`src/rtl/mem_port_arbiter_if.sv`:
```
// Two-requester memory port bundle: requester-side fields, grants/responses and
// the single downstream port. Signal suffixes are relative to the arbiter.
interface mem_port_arbiter_if #(
  parameter int NBIT_AXI_WIDTH = 64,
  parameter int USER_AXI_WIDTH = 10
);
  logic [1:0]                      req_i;
  logic [1:0]                      we_i;
  logic [1:0]                      lock_i;
  logic [2*NBIT_AXI_WIDTH/8-1:0]   be_i;
  logic [2*NBIT_AXI_WIDTH-1:0]     addr_i;
  logic [2*NBIT_AXI_WIDTH-1:0]     wdata_i;
  logic [2*USER_AXI_WIDTH-1:0]     user_i;
  logic [1:0]                      gnt_o;
  logic [1:0]                      rvalid_o;
  logic [NBIT_AXI_WIDTH-1:0]       rdata_o;
  logic                            mem_req_o;
  logic                            mem_we_o;
  logic [NBIT_AXI_WIDTH/8-1:0]     mem_be_o;
  logic [NBIT_AXI_WIDTH-1:0]       mem_addr_o;
  logic [NBIT_AXI_WIDTH-1:0]       mem_data_o;
  logic [USER_AXI_WIDTH-1:0]       mem_user_o;
  logic [NBIT_AXI_WIDTH-1:0]       mem_rdata_i;

  // Arbiter view.
  modport slave (
    input  req_i, we_i, lock_i, be_i, addr_i, wdata_i, user_i, mem_rdata_i,
    output gnt_o, rvalid_o, rdata_o, mem_req_o, mem_we_o, mem_be_o,
           mem_addr_o, mem_data_o, mem_user_o
  );

  // Requesters plus downstream memory, as seen from outside the arbiter.
  modport master (
    output req_i, we_i, lock_i, be_i, addr_i, wdata_i, user_i, mem_rdata_i,
    input  gnt_o, rvalid_o, rdata_o, mem_req_o, mem_we_o, mem_be_o,
           mem_addr_o, mem_data_o, mem_user_o
  );
endinterface

```
`src/rtl/mem_port_arbiter.sv`:
```
// Two-way round-robin arbiter onto one memory port, with bus locking bounded by
// MAX_HOLD and a one-cycle response tracker.
module mem_port_arbiter #(
  parameter int NBIT_AXI_WIDTH = 64,
  parameter int USER_AXI_WIDTH = 10,
  parameter int MAX_HOLD       = 8
) (
  input logic               clk_i,
  input logic               rst_ni,
  mem_port_arbiter_if.slave bus
);
  localparam int         BE_W       = NBIT_AXI_WIDTH / 8;
  localparam int         DW         = NBIT_AXI_WIDTH;
  localparam int         UW         = USER_AXI_WIDTH;
  localparam logic [7:0] MAX_HOLD_C = 8'(MAX_HOLD);

  typedef enum logic [1:0] {
    IDLE = 2'd0,
    OWN0 = 2'd1,
    OWN1 = 2'd2
  } state_e;

  state_e     state_q, state_d;
  logic       rr_ptr_q, rr_ptr_d;
  logic [7:0] hold_cnt_q, hold_cnt_d;
  logic [1:0] rsp_owner_q;

  logic       owner, other;
  logic       do_arb, arb_ptr;
  logic [1:0] gnt_raw, gnt;
  logic       sel, any_gnt;

  assign owner = (state_q == OWN1);
  assign other = ~owner;

  always_comb begin
    // NOTE: every signal written here gets a default first, so no path can infer a latch.
    gnt_raw    = 2'b00;
    state_d    = state_q;
    rr_ptr_d   = rr_ptr_q;
    hold_cnt_d = hold_cnt_q;
    do_arb     = 1'b0;
    arb_ptr    = rr_ptr_q;

    case (state_q)
      IDLE: do_arb = 1'b1;
      OWN0, OWN1: begin
        if (!bus.lock_i[owner]) begin
          // Owner released the lock: plain arbitration, the other side goes first.
          do_arb   = 1'b1;
          arb_ptr  = other;
          rr_ptr_d = other;
        end else if (hold_cnt_q >= MAX_HOLD_C && bus.req_i[other]) begin
          gnt_raw[other] = 1'b1;
          rr_ptr_d       = owner;
          state_d        = IDLE;
          hold_cnt_d     = 8'd0;
        end else if (bus.req_i[owner]) begin
          gnt_raw[owner] = 1'b1;
          hold_cnt_d     = (hold_cnt_q == 8'hFF) ? 8'hFF : hold_cnt_q + 8'd1;
        end
      end
      default: state_d = IDLE;
    endcase

    if (do_arb) begin
      state_d    = IDLE;
      hold_cnt_d = 8'd0;
      case (bus.req_i)
        2'b01: gnt_raw = 2'b01;
        2'b10: gnt_raw = 2'b10;
        2'b11: begin
          gnt_raw[arb_ptr] = 1'b1;
          rr_ptr_d         = ~arb_ptr;
        end
        default: gnt_raw = 2'b00;
      endcase
      if (gnt_raw[0] && bus.lock_i[0]) begin
        state_d    = OWN0;
        hold_cnt_d = 8'd1;
      end else if (gnt_raw[1] && bus.lock_i[1]) begin
        state_d    = OWN1;
        hold_cnt_d = 8'd1;
      end
    end
  end

  // Nothing leaves the arbiter while reset is held.
  assign gnt     = gnt_raw & {2{rst_ni}};
  assign any_gnt = |gnt;
  assign sel     = gnt[1];

  assign bus.gnt_o      = gnt;
  assign bus.mem_req_o  = any_gnt;
  assign bus.mem_we_o   = |(gnt & bus.we_i);
  assign bus.mem_be_o   = !any_gnt ? '0 : sel ? bus.be_i[2*BE_W-1:BE_W]
                                              : bus.be_i[BE_W-1:0];
  assign bus.mem_addr_o = !any_gnt ? '0 : sel ? bus.addr_i[2*DW-1:DW]
                                              : bus.addr_i[DW-1:0];
  assign bus.mem_data_o = !any_gnt ? '0 : sel ? bus.wdata_i[2*DW-1:DW]
                                              : bus.wdata_i[DW-1:0];
  assign bus.mem_user_o = !any_gnt ? '0 : sel ? bus.user_i[2*UW-1:UW]
                                              : bus.user_i[UW-1:0];

  assign bus.rvalid_o = rsp_owner_q;
  assign bus.rdata_o  = bus.mem_rdata_i;

  always_ff @(posedge clk_i or negedge rst_ni) begin
    // NOTE: non-blocking assignments so every register samples pre-edge values.
    if (!rst_ni) begin
      state_q     <= IDLE;
      rr_ptr_q    <= 1'b0;
      hold_cnt_q  <= 8'd0;
      rsp_owner_q <= 2'b00;
    end else begin
      state_q     <= state_d;
      rr_ptr_q    <= rr_ptr_d;
      hold_cnt_q  <= hold_cnt_d;
      rsp_owner_q <= gnt;
    end
  end
endmodule
```
`src/flat_wrapper.sv`:
```
// flat-port wrapper written by rule: the top's interface ports become plain ports
module mem_port_arbiter_flat 
#(
  parameter int NBIT_AXI_WIDTH = 64,
  parameter int USER_AXI_WIDTH = 10,
  parameter int MAX_HOLD       = 8
)
  (clk_i, rst_ni, bus_req_i, bus_we_i, bus_lock_i, bus_be_i, bus_addr_i, bus_wdata_i, bus_user_i, bus_mem_rdata_i, bus_gnt_o, bus_rvalid_o, bus_rdata_o, bus_mem_req_o, bus_mem_we_o, bus_mem_be_o, bus_mem_addr_o, bus_mem_data_o, bus_mem_user_o);
  mem_port_arbiter_if #(.NBIT_AXI_WIDTH(NBIT_AXI_WIDTH), .USER_AXI_WIDTH(USER_AXI_WIDTH)) bus_i ();
  input logic clk_i;
  input logic rst_ni;
  input wire logic [$bits(bus_i.req_i)-1:0] bus_req_i;
  input wire logic [$bits(bus_i.we_i)-1:0] bus_we_i;
  input wire logic [$bits(bus_i.lock_i)-1:0] bus_lock_i;
  input wire logic [$bits(bus_i.be_i)-1:0] bus_be_i;
  input wire logic [$bits(bus_i.addr_i)-1:0] bus_addr_i;
  input wire logic [$bits(bus_i.wdata_i)-1:0] bus_wdata_i;
  input wire logic [$bits(bus_i.user_i)-1:0] bus_user_i;
  input wire logic [$bits(bus_i.mem_rdata_i)-1:0] bus_mem_rdata_i;
  output wire logic [$bits(bus_i.gnt_o)-1:0] bus_gnt_o;
  output wire logic [$bits(bus_i.rvalid_o)-1:0] bus_rvalid_o;
  output wire logic [$bits(bus_i.rdata_o)-1:0] bus_rdata_o;
  output wire logic [$bits(bus_i.mem_req_o)-1:0] bus_mem_req_o;
  output wire logic [$bits(bus_i.mem_we_o)-1:0] bus_mem_we_o;
  output wire logic [$bits(bus_i.mem_be_o)-1:0] bus_mem_be_o;
  output wire logic [$bits(bus_i.mem_addr_o)-1:0] bus_mem_addr_o;
  output wire logic [$bits(bus_i.mem_data_o)-1:0] bus_mem_data_o;
  output wire logic [$bits(bus_i.mem_user_o)-1:0] bus_mem_user_o;
  assign bus_i.req_i = bus_req_i;
  assign bus_i.we_i = bus_we_i;
  assign bus_i.lock_i = bus_lock_i;
  assign bus_i.be_i = bus_be_i;
  assign bus_i.addr_i = bus_addr_i;
  assign bus_i.wdata_i = bus_wdata_i;
  assign bus_i.user_i = bus_user_i;
  assign bus_i.mem_rdata_i = bus_mem_rdata_i;
  assign bus_gnt_o = bus_i.gnt_o;
  assign bus_rvalid_o = bus_i.rvalid_o;
  assign bus_rdata_o = bus_i.rdata_o;
  assign bus_mem_req_o = bus_i.mem_req_o;
  assign bus_mem_we_o = bus_i.mem_we_o;
  assign bus_mem_be_o = bus_i.mem_be_o;
  assign bus_mem_addr_o = bus_i.mem_addr_o;
  assign bus_mem_data_o = bus_i.mem_data_o;
  assign bus_mem_user_o = bus_i.mem_user_o;
  mem_port_arbiter #(.NBIT_AXI_WIDTH(NBIT_AXI_WIDTH), .USER_AXI_WIDTH(USER_AXI_WIDTH), .MAX_HOLD(MAX_HOLD)) u_core (.clk_i(clk_i), .rst_ni(rst_ni), .bus(bus_i));
endmodule
```
`config.mk`:
```
export PLATFORM = sky130hd
export DESIGN_NAME = mem_port_arbiter_flat
export DESIGN_NICKNAME = d
export VERILOG_FILES = /design/src/rtl/mem_port_arbiter_if.sv /design/src/rtl/mem_port_arbiter.sv /design/src/flat_wrapper.sv
export SDC_FILE = /design/constraint.sdc
export NUM_CORES = 1
export LEC_CHECK = 0
export ABC_CLOCK_PERIOD_IN_PS = 5200
export CAP_MARGIN = 20
export CORE_AREA = 2 2 227 229
export CTS_BUF_LIST = sky130_fd_sc_hd__clkbuf_16
export DETAILED_ROUTE_END_ITERATION = 8
export DIE_AREA = 0 0 229 231
export PLACE_DENSITY = 0.48
export SLEW_MARGIN = 20
export SYNTH_ARGS = -nofsm -noshare
export SYNTH_HDL_FRONTEND = slang
export SYNTH_SLANG_ARGS = --single-unit
```
`constraint.sdc`:
```
create_clock -name clk_i -period 5.2 [get_ports clk_i]
set_input_delay 1.04 -clock clk_i [delete_from_list [all_inputs] [get_ports clk_i]]
set_output_delay 1.04 -clock clk_i [all_outputs]
set_load 0.01 [all_outputs]
```
==> flow_summary.json, run 1 <==
{
  "cts.reportedPaths.clkPinSlew_ns": 0.04,
  "yosys_warnings": 0,
  "antenna_found_initial": 10,
  "syn_to_final_growth_pct": 99.30,
  "grt_pass1_wl_mm": 46.72,
  "clock_skew_ns": 0.002513,
  "cts.sink_count": 13,
  "grt_max_degree": 67,
  "drive_gt1_share_pct": 15.35,
  "worst_pin_slew_ns": 1.073,
  "synthesis.nets": 1102,
  "crit_type": "input pin to output pin",
  "drt_iter0_markers": 357,
  "coreArea_mm2": 0.05068,
  "grt_remaining_overflow": 0,
  "hold_viol": 0,
  "dr.pass1.iters": 5,
  "rows": 83,
  "cp-start-kind": "input pin",
  "synth_flop_cell": "dfrtp_1",
  "root_buffer": "clkbuf_16",
  "p_leak_nw": 3.353,
  "grt_pass1_vias": 7529,
  "critPathArrivalTime_ns": 4.06,
  "hold_path.class": "flop to flop",
  "synth_cells": 733,
  "netlist-cell-type-count": 54,
  "synth_area_per_cell_um2": 7.041,
  "cts_tree": "done",
  "worst_setup_path_end_kind": "output pin",
  "status": "completed",
  "yosysMostFrequentCell": "o21ai_0",
  "synth_edf_count": 0,
  "ys_seq_area_share_pct": 6.303,
  "numCtsBuffers": 3,
  "globalplace.congestion": 0.8518,
  "die_h_um": 231,
  "crit_fanout": 41,
  "path_delay_family": "buffers and inverters",
  "slowest_delay_ns": 0.61,
  "slew_violations": 0,
  "clkLatencyLatePin_ns": 0.24,
  "port_buffers": 451,
  "start_util_pct": 10.18,
  "synth_area_leader_cell": "a211oi_2",
  "wl_mm": 31.74,
  "netlist_area_mm2": 0.005161,
  "period_needed_ns": 5.102,
  "via_per_inst": 4.188,
  "cap_violations": 0,
  "holdWs_ns": 0.5195,
  "report.power.total_mw": 3.267,
  "cpMaxStageDelayCell": "clkdlybuf4s50_1",
  "cp.required_ns": 4.16,
  "layout.nets": 1445,
  "critPathBufInv": 4,
  "fin_crit_sh_pct": 98.12,
  "ir_worst_vdd_v": 0.0002126,
  "via_count": 7362,
  "io_pins": 580,
  "path_cells": "clkdlybuf4s50_1 > nand2b_1 > nand3_1 > a311o_1 > a221oi_4 > buf_12 > buf_12 > a211oi_1 > clkdlybuf4s50_1",
  "ant_nets": 0,
  "dieArea_mm2": 0.05290,
  "cts_buffer_depth": 2,
  "finalSetupViolations": 0,
  "regArea_um2": 325.3,
  "slew_headroom_pct": 28.44,
  "die_w_um": 229,
  "n_fill_cell": 5735,
  "rsz0062_at_grt": "no",
  "synth_commonest_cells": "o21ai_0 (154), nand3_1 (149), a211oi_2 (90), buf_4 (82), a211oi_1 (61)",
  "p_per_area_mw_per_mm2": 317.7,
  "async_flop_share_pct": 100.0,
  "drcViolationCount": 0,
  "dp_hpwl_mm": 25.51,
  "synth_top_area_share_pct": 21.82,
  "synth_area_leaders": "a211oi_2 (22%), o21ai_0 (15%), nand3_1 (14%)",
  "h-tree-depth": 1,
  "multi_input_area_mm2": 0.003822,
  "max_freq_mhz": 196.0,
  "post-cts-setup-buffer-count": 0,
  "fin_tns_setup_ns": 0,
  "wl_per_cell_um": 18.06,
  "synth-seq-cells": 13,
  "grt_usage_pct": 11.16
}
[layout by cell type, fill, tap and decap left out, drive strengths merged, types with 2 or more instances in the layout]
cell type	netlist	final
a41oi	3	3
clkbuf	27	3
dlymetal6s2s	0	2
nor4	2	2
clkdlybuf4s50	0	448
a22o	5	5
diode	0	3
buf	140	55
nor2	8	8
a31o	3	3
a221oi	3	3
and3	3	3
mux2	2	2
ha	5	5
nand3	149	149
nand2	11	11
nor2b	3	3
a21oi	8	8
nand4	3	3
nor3	4	4
nand2b	2	2
a211oi	151	151
o21ai	155	155
inv	11	12
mux2i	2	2
nand4b	2	2
dfrtp	13	13
a311o	2	2
[cell families (layout without fill, tap and decap cells)]
logic type,after synthesis,count (layout),synth area share (%)
AOI/OAI and AO/OA,341,341,51.42
other,0,3,0
and+or+nand+nor,192,192,19.44
adders and majority gates,5,5,1.212
buffers and inverters,178,520,20.56
muxes,4,4,1.067
DFF,13,13,6.303
[worst register-to-register path: stages, from the launching register on]
cell and delay (ns):
dfrtp_1 0.39, inv_1 0.09, ha_1 0.46, inv_1 0.16
and3_1 0.26, a221oi_2 0.91, mux2i_1 0.19, a211o_1 0.32
[layer usage]
metal,vias up,GRT usage (%),share of wire (%)
li1,3440,-,-
met1,3451,13.52,41
met2,405,18.53,47
met3,62,3.174,8.8
met4,4,4.566,3.8
met5,-,0,0.069
[sequential cells by signal (all words and copies together), names as in the netlist]
register and flops:
u_core.rr_ptr_q 1, u_core.state_q 2, u_core.hold_cnt_q 8, u_core.bus.rvalid_o 2
[layout make-up]
| type | instances | share of cell area (%) |
|---|---|---|
| clock buffer | 3 | 0.7298 |
| timing repair buffer | 505 | 50.16 |
| inverter | 11 | 0.4014 |
| clock inverter | 1 | 0.03649 |
| antenna | 3 | 0.07298 |
| multi-input combinational | 542 | 37.16 |
| tap | 680 | 8.272 |
| sequential | 13 | 3.163 |
[report_power, final]
part	switching [mW]	internal, mW
sequential	0.0192	0.117
clock	0.0407	0.101
combinational	1.49	1.50
[stage by stage]
step / worst slack [ns] / cells / cell area [um^2] / utilization [%]
floorplan: 1.541 / 733 / 5161 / -
global placement: -0.05333 / 1751 / 10190 / 20.10
detailed placement: -0.1194 / 1751 / 10190 / 20.10
CTS: 0.01431 / 1755 / 10270 / 20.26
global route: 0.01447 / 1757 / 10280 / 20.29
finish: 0.09798 / 1758 / 10290 / 20.30
[repair_timing]
item                       in CTS  in global routing
pin swaps                       0                  1
setup endpoints to repair       1                 24
hold buffers                    0                  0
resized for setup               1                  3
[path summary, 6_finish.rpt]
kind                                          startpoint                               end  slack (ns)  depth (start not counted)
max reg2reg                u_core.state_q[0]$_DFFE_PN0P_  u_core.hold_cnt_q[0]$_DFFE_PN0P_        2.30                          7
max                                        bus_lock_i[1]                bus_mem_addr_o[37]         0.1                          9
min in group asynchronous                         rst_ni         u_core.rr_ptr_q$_DFF_PN0_        0.72                          1
min                        u_core.state_q[0]$_DFFE_PN0P_     u_core.state_q[0]$_DFFE_PN0P_        0.52                          1
max in group asynchronous                         rst_ni  u_core.hold_cnt_q[3]$_DFFE_PN0P_        3.97                          2
min reg2reg                u_core.state_q[0]$_DFFE_PN0P_     u_core.state_q[0]$_DFFE_PN0P_        0.52                          1
(Power assumes the default switching activity.)
==> run 2: changes to the inputs <==
--- a/config.mk
+++ b/config.mk
@@ -11,6 +11,7 @@
 export CTS_BUF_LIST = sky130_fd_sc_hd__clkbuf_16
 export DETAILED_ROUTE_END_ITERATION = 8
 export DIE_AREA = 0 0 229 231
+export GPL_ROUTABILITY_DRIVEN = 0
 export PLACE_DENSITY = 0.48
 export SLEW_MARGIN = 20
 export SYNTH_ARGS = -nofsm -noshare
==> results of run 2 <==
No change in the layout: final DEF, timing and power equal those of run 1.
==> run 3: changes to the inputs <==
--- a/config.mk
+++ b/config.mk
@@ -12,7 +12,6 @@
 export DETAILED_ROUTE_END_ITERATION = 8
 export DIE_AREA = 0 0 229 231
 export GPL_ROUTABILITY_DRIVEN = 0
-export PLACE_DENSITY = 0.48
 export SLEW_MARGIN = 20
 export SYNTH_ARGS = -nofsm -noshare
 export SYNTH_HDL_FRONTEND = slang
==> run 3 against run 2 <==
Effect of this change:
- sequential share of layout area is essentially flat
- register-to-register slack gained 0.04 ns
- design area shrank 0.84%
- total power shrank 1.3%
- routed wire length shrank 4.0%
- combinational power shrank 1%
- hold slack lost 0.0066 ns
- clock power is essentially flat
- via count grew 0.19%
- flip-flop and latch count is the same
- largest power group unchanged
==> flow_summary.json, run 3 (synthesized netlist as in run 1, its figures left out) <==
{
  "syn_to_final_growth_pct": 97.62,
  "wl_per_cell_um": 17.39,
  "regToRegStartpoint": "u_core.state_q[0]$_DFFE_PN0P_",
  "worst_pin_slew_ns": 1.031,
  "via_count": 7376,
  "wl_mm": 30.48,
  "period_needed_ns": 5.042,
  "antenna_found_initial": 10,
  "cpMostUsedCell": "clkdlybuf4s50_1",
  "dr.pass1.iters": 4,
  "die_h_um": 231,
  "cts_hold_repair.buffers": 0,
  "port_buffers": 451,
  "r2r_end": "u_core.hold_cnt_q[0]$_DFFE_PN0P_",
  "worst_setup_path_end_kind": "output pin",
  "path_cells": "clkdlybuf4s50_1 > nand4b_1 > nor4_1 > a311o_1 > a221oi_4 > buf_12 > buf_4 > a211oi_1 > clkdlybuf4s50_1",
  "slowest_delay_ns": 0.65,
  "hold_viol": 0,
  "layout_setup_ws_ns": 0.1581,
  "regToRegSetupSlack_ns": 2.34,
  "grt_remaining_overflow": 0,
  "p_leak_nw": 3.301,
  "ant_nets": 0,
  "holdPathStages": 1,
  "max_freq_mhz": 198.3,
  "clock_skew_ns": 0.0006235,
  "ir_worst_vdd_v": 0.0001739,
  "largest_reg_flops": 8,
  "cts_buffer_depth": 2,
  "rows": 83,
  "drt_iter0_markers": 337,
  "report.power.total_mw": 3.226,
  "numCtsBuffers": 3,
  "post-place-ws_ns": 0.1014,
  "seqPwrFrac_pct": 4.1,
  "hold_path.class": "flop to flop",
  "via_per_inst": 4.208,
  "critPathArrivalTime_ns": 4.00,
  "root_buffer": "clkbuf_16",
  "fin_util_pct": 20.13,
  "dp_hpwl_mm": 24.74,
  "switching_share_pct": 47.12,
  "grt_pass1_wl_mm": 44.64,
  "crit_fanout": 22,
  "finalSetupViolations": 0,
  "drcViolationCount": 0,
  "grt_pass1_vias": 7491,
  "coreArea_mm2": 0.05068,
  "h-tree-depth": 1,
  "crit_type": "input pin to output pin",
  "path_delay_family": "buffers and inverters",
  "cts_tree": "done",
  "reg2reg_depth": 7,
  "slew_headroom_pct": 31.26,
  "drive_gt1_share_pct": 15.02,
  "final_common_cell": "clkdlybuf4s50_1",
  "power.internal_mw": 1.706,
  "clkLatencyLatePin_ns": 0.24,
  "status": "completed",
  "dieArea_mm2": 0.05290,
  "worstHoldStart": "u_core.state_q[0]$_DFFE_PN0P_",
  "holdWs_ns": 0.5129,
  "slew_violations": 0,
  "grt_usage_pct": 10.71,
  "n_fill_cell": 5714,
  "die_w_um": 229,
  "grt_max_degree": 83,
  "critPathBufInv": 4,
  "top_register": "u_core.hold_cnt_q",
  "layout.nets": 1442,
  "p_clk_share_pct": 4.4,
  "cp.required_ns": 4.16,
  "p_per_area_mw_per_mm2": 316.2,
  "io_pins": 580,
  "cpMaxStageDelayCell": "clkdlybuf4s50_1",
  "cts.sink_count": 13,
  "start_util_pct": 10.18,
  "fin_crit_sh_pct": 96.96,
  "layout_common_cells": "clkdlybuf4s50_1 (450), o21ai_0 (154), nand3_1 (149)",
  "p_sw_mw": 1.520,
  "cp-start-kind": "input pin",
  "hold_path_end": "u_core.state_q[0]$_DFFE_PN0P_",
  "cts.reportedPaths.clkPinSlew_ns": 0.04,
  "cap_violations": 0,
  "comb_power_share_pct": 91.5
}
run 3: changes by cell type in the layout (fill, tap and decap cells not counted), sizes merged:
cell,delta
buf,-3
clkdlybuf4s50,+2
diode,-2
dlymetal6s2s,-2
run 3: final cells by class:
class	count	area (um^2)	area share [%]
repair buffers	502	5082	49.83
flip-flops and latches	13	325.3	3.189
inverters	11	41.29	0.4048
well taps	680	850.8	8.341
multi-input cells	542	3819	37.44
clock buffers	3	75.07	0.7360
diodes	1	2.502	0.02453
clock inverters	1	3.754	0.03680
run 3: worst max path at each step:
stage,start,to,slack (ns),cells past startpoint
detailed placement,bus_lock_i[0],bus_mem_data_o[1],0.10,8
CTS,bus_lock_i[0],bus_mem_user_o[3],0.08,8
global placement,bus_lock_i[0],bus_mem_data_o[1],0.13,9
global route,bus_lock_i[0],bus_mem_data_o[24],-0.01,9
floorplan,bus_req_i[0],bus_mem_addr_o[40],1.54,8
finish,bus_lock_i[0],bus_mem_user_o[3],0.16,9
run 3: metal layers:
| metal | vias up | track usage, % | routed length (um) |
|---|---|---|---|
| met3 | 64 | 2.606 | 2522 |
| met4 | 0 | 3.977 | 1030 |
| met2 | 426 | 19.43 | 15250 |
| met5 | - | 0 | 0 |
| li1 | 3419 | - | - |
| met1 | 3467 | 12.07 | 11680 |
run 3: power by group through the flow:
stage | combinational (mW) | sequential (mW) | clock [mW]
6_report | 2.95 | 0.133 | 0.141
2_1_floorplan | 1.50 | 0.132 | 0
3_5_place_dp | 2.95 | 0.134 | 0
4_1_cts | 2.97 | 0.133 | 0.148
3_3_place_gp | 2.94 | 0.133 | 0
5_1_grt | 3.15 | 0.137 | 0.155
run 3: worst reg2reg max path, delay by kind of cell, from the launching register on:
| family | cells | cell delay (ns) |
|---|---|---|
| multiplexers | 1 | 0.19 |
| AND/OR/NAND/NOR | 1 | 0.25 |
| adder cells (fa/ha/maj) | 1 | 0.45 |
| flip-flops | 1 | 0.39 |
| buffers and inverters | 2 | 0.24 |
| AO/OA/AOI/OAI | 2 | 1.22 |
run 3: through the flow:
step	setup TNS (ns)	std cells	cell area (um^2)
global route	-0.01084	1753	10200
CTS	0	1751	10180
finish	0	1753	10200
global placement	0	1747	10110
detailed placement	0	1747	10110
floorplan	0	733	5161
run 3: timing repair:
| action | CTS | global route |
|---|---|---|
| endpoints found under the setup margin | 0 | 2 |
| resized for setup | 0 | 1 |
| buffers inserted | 0 | 1 |
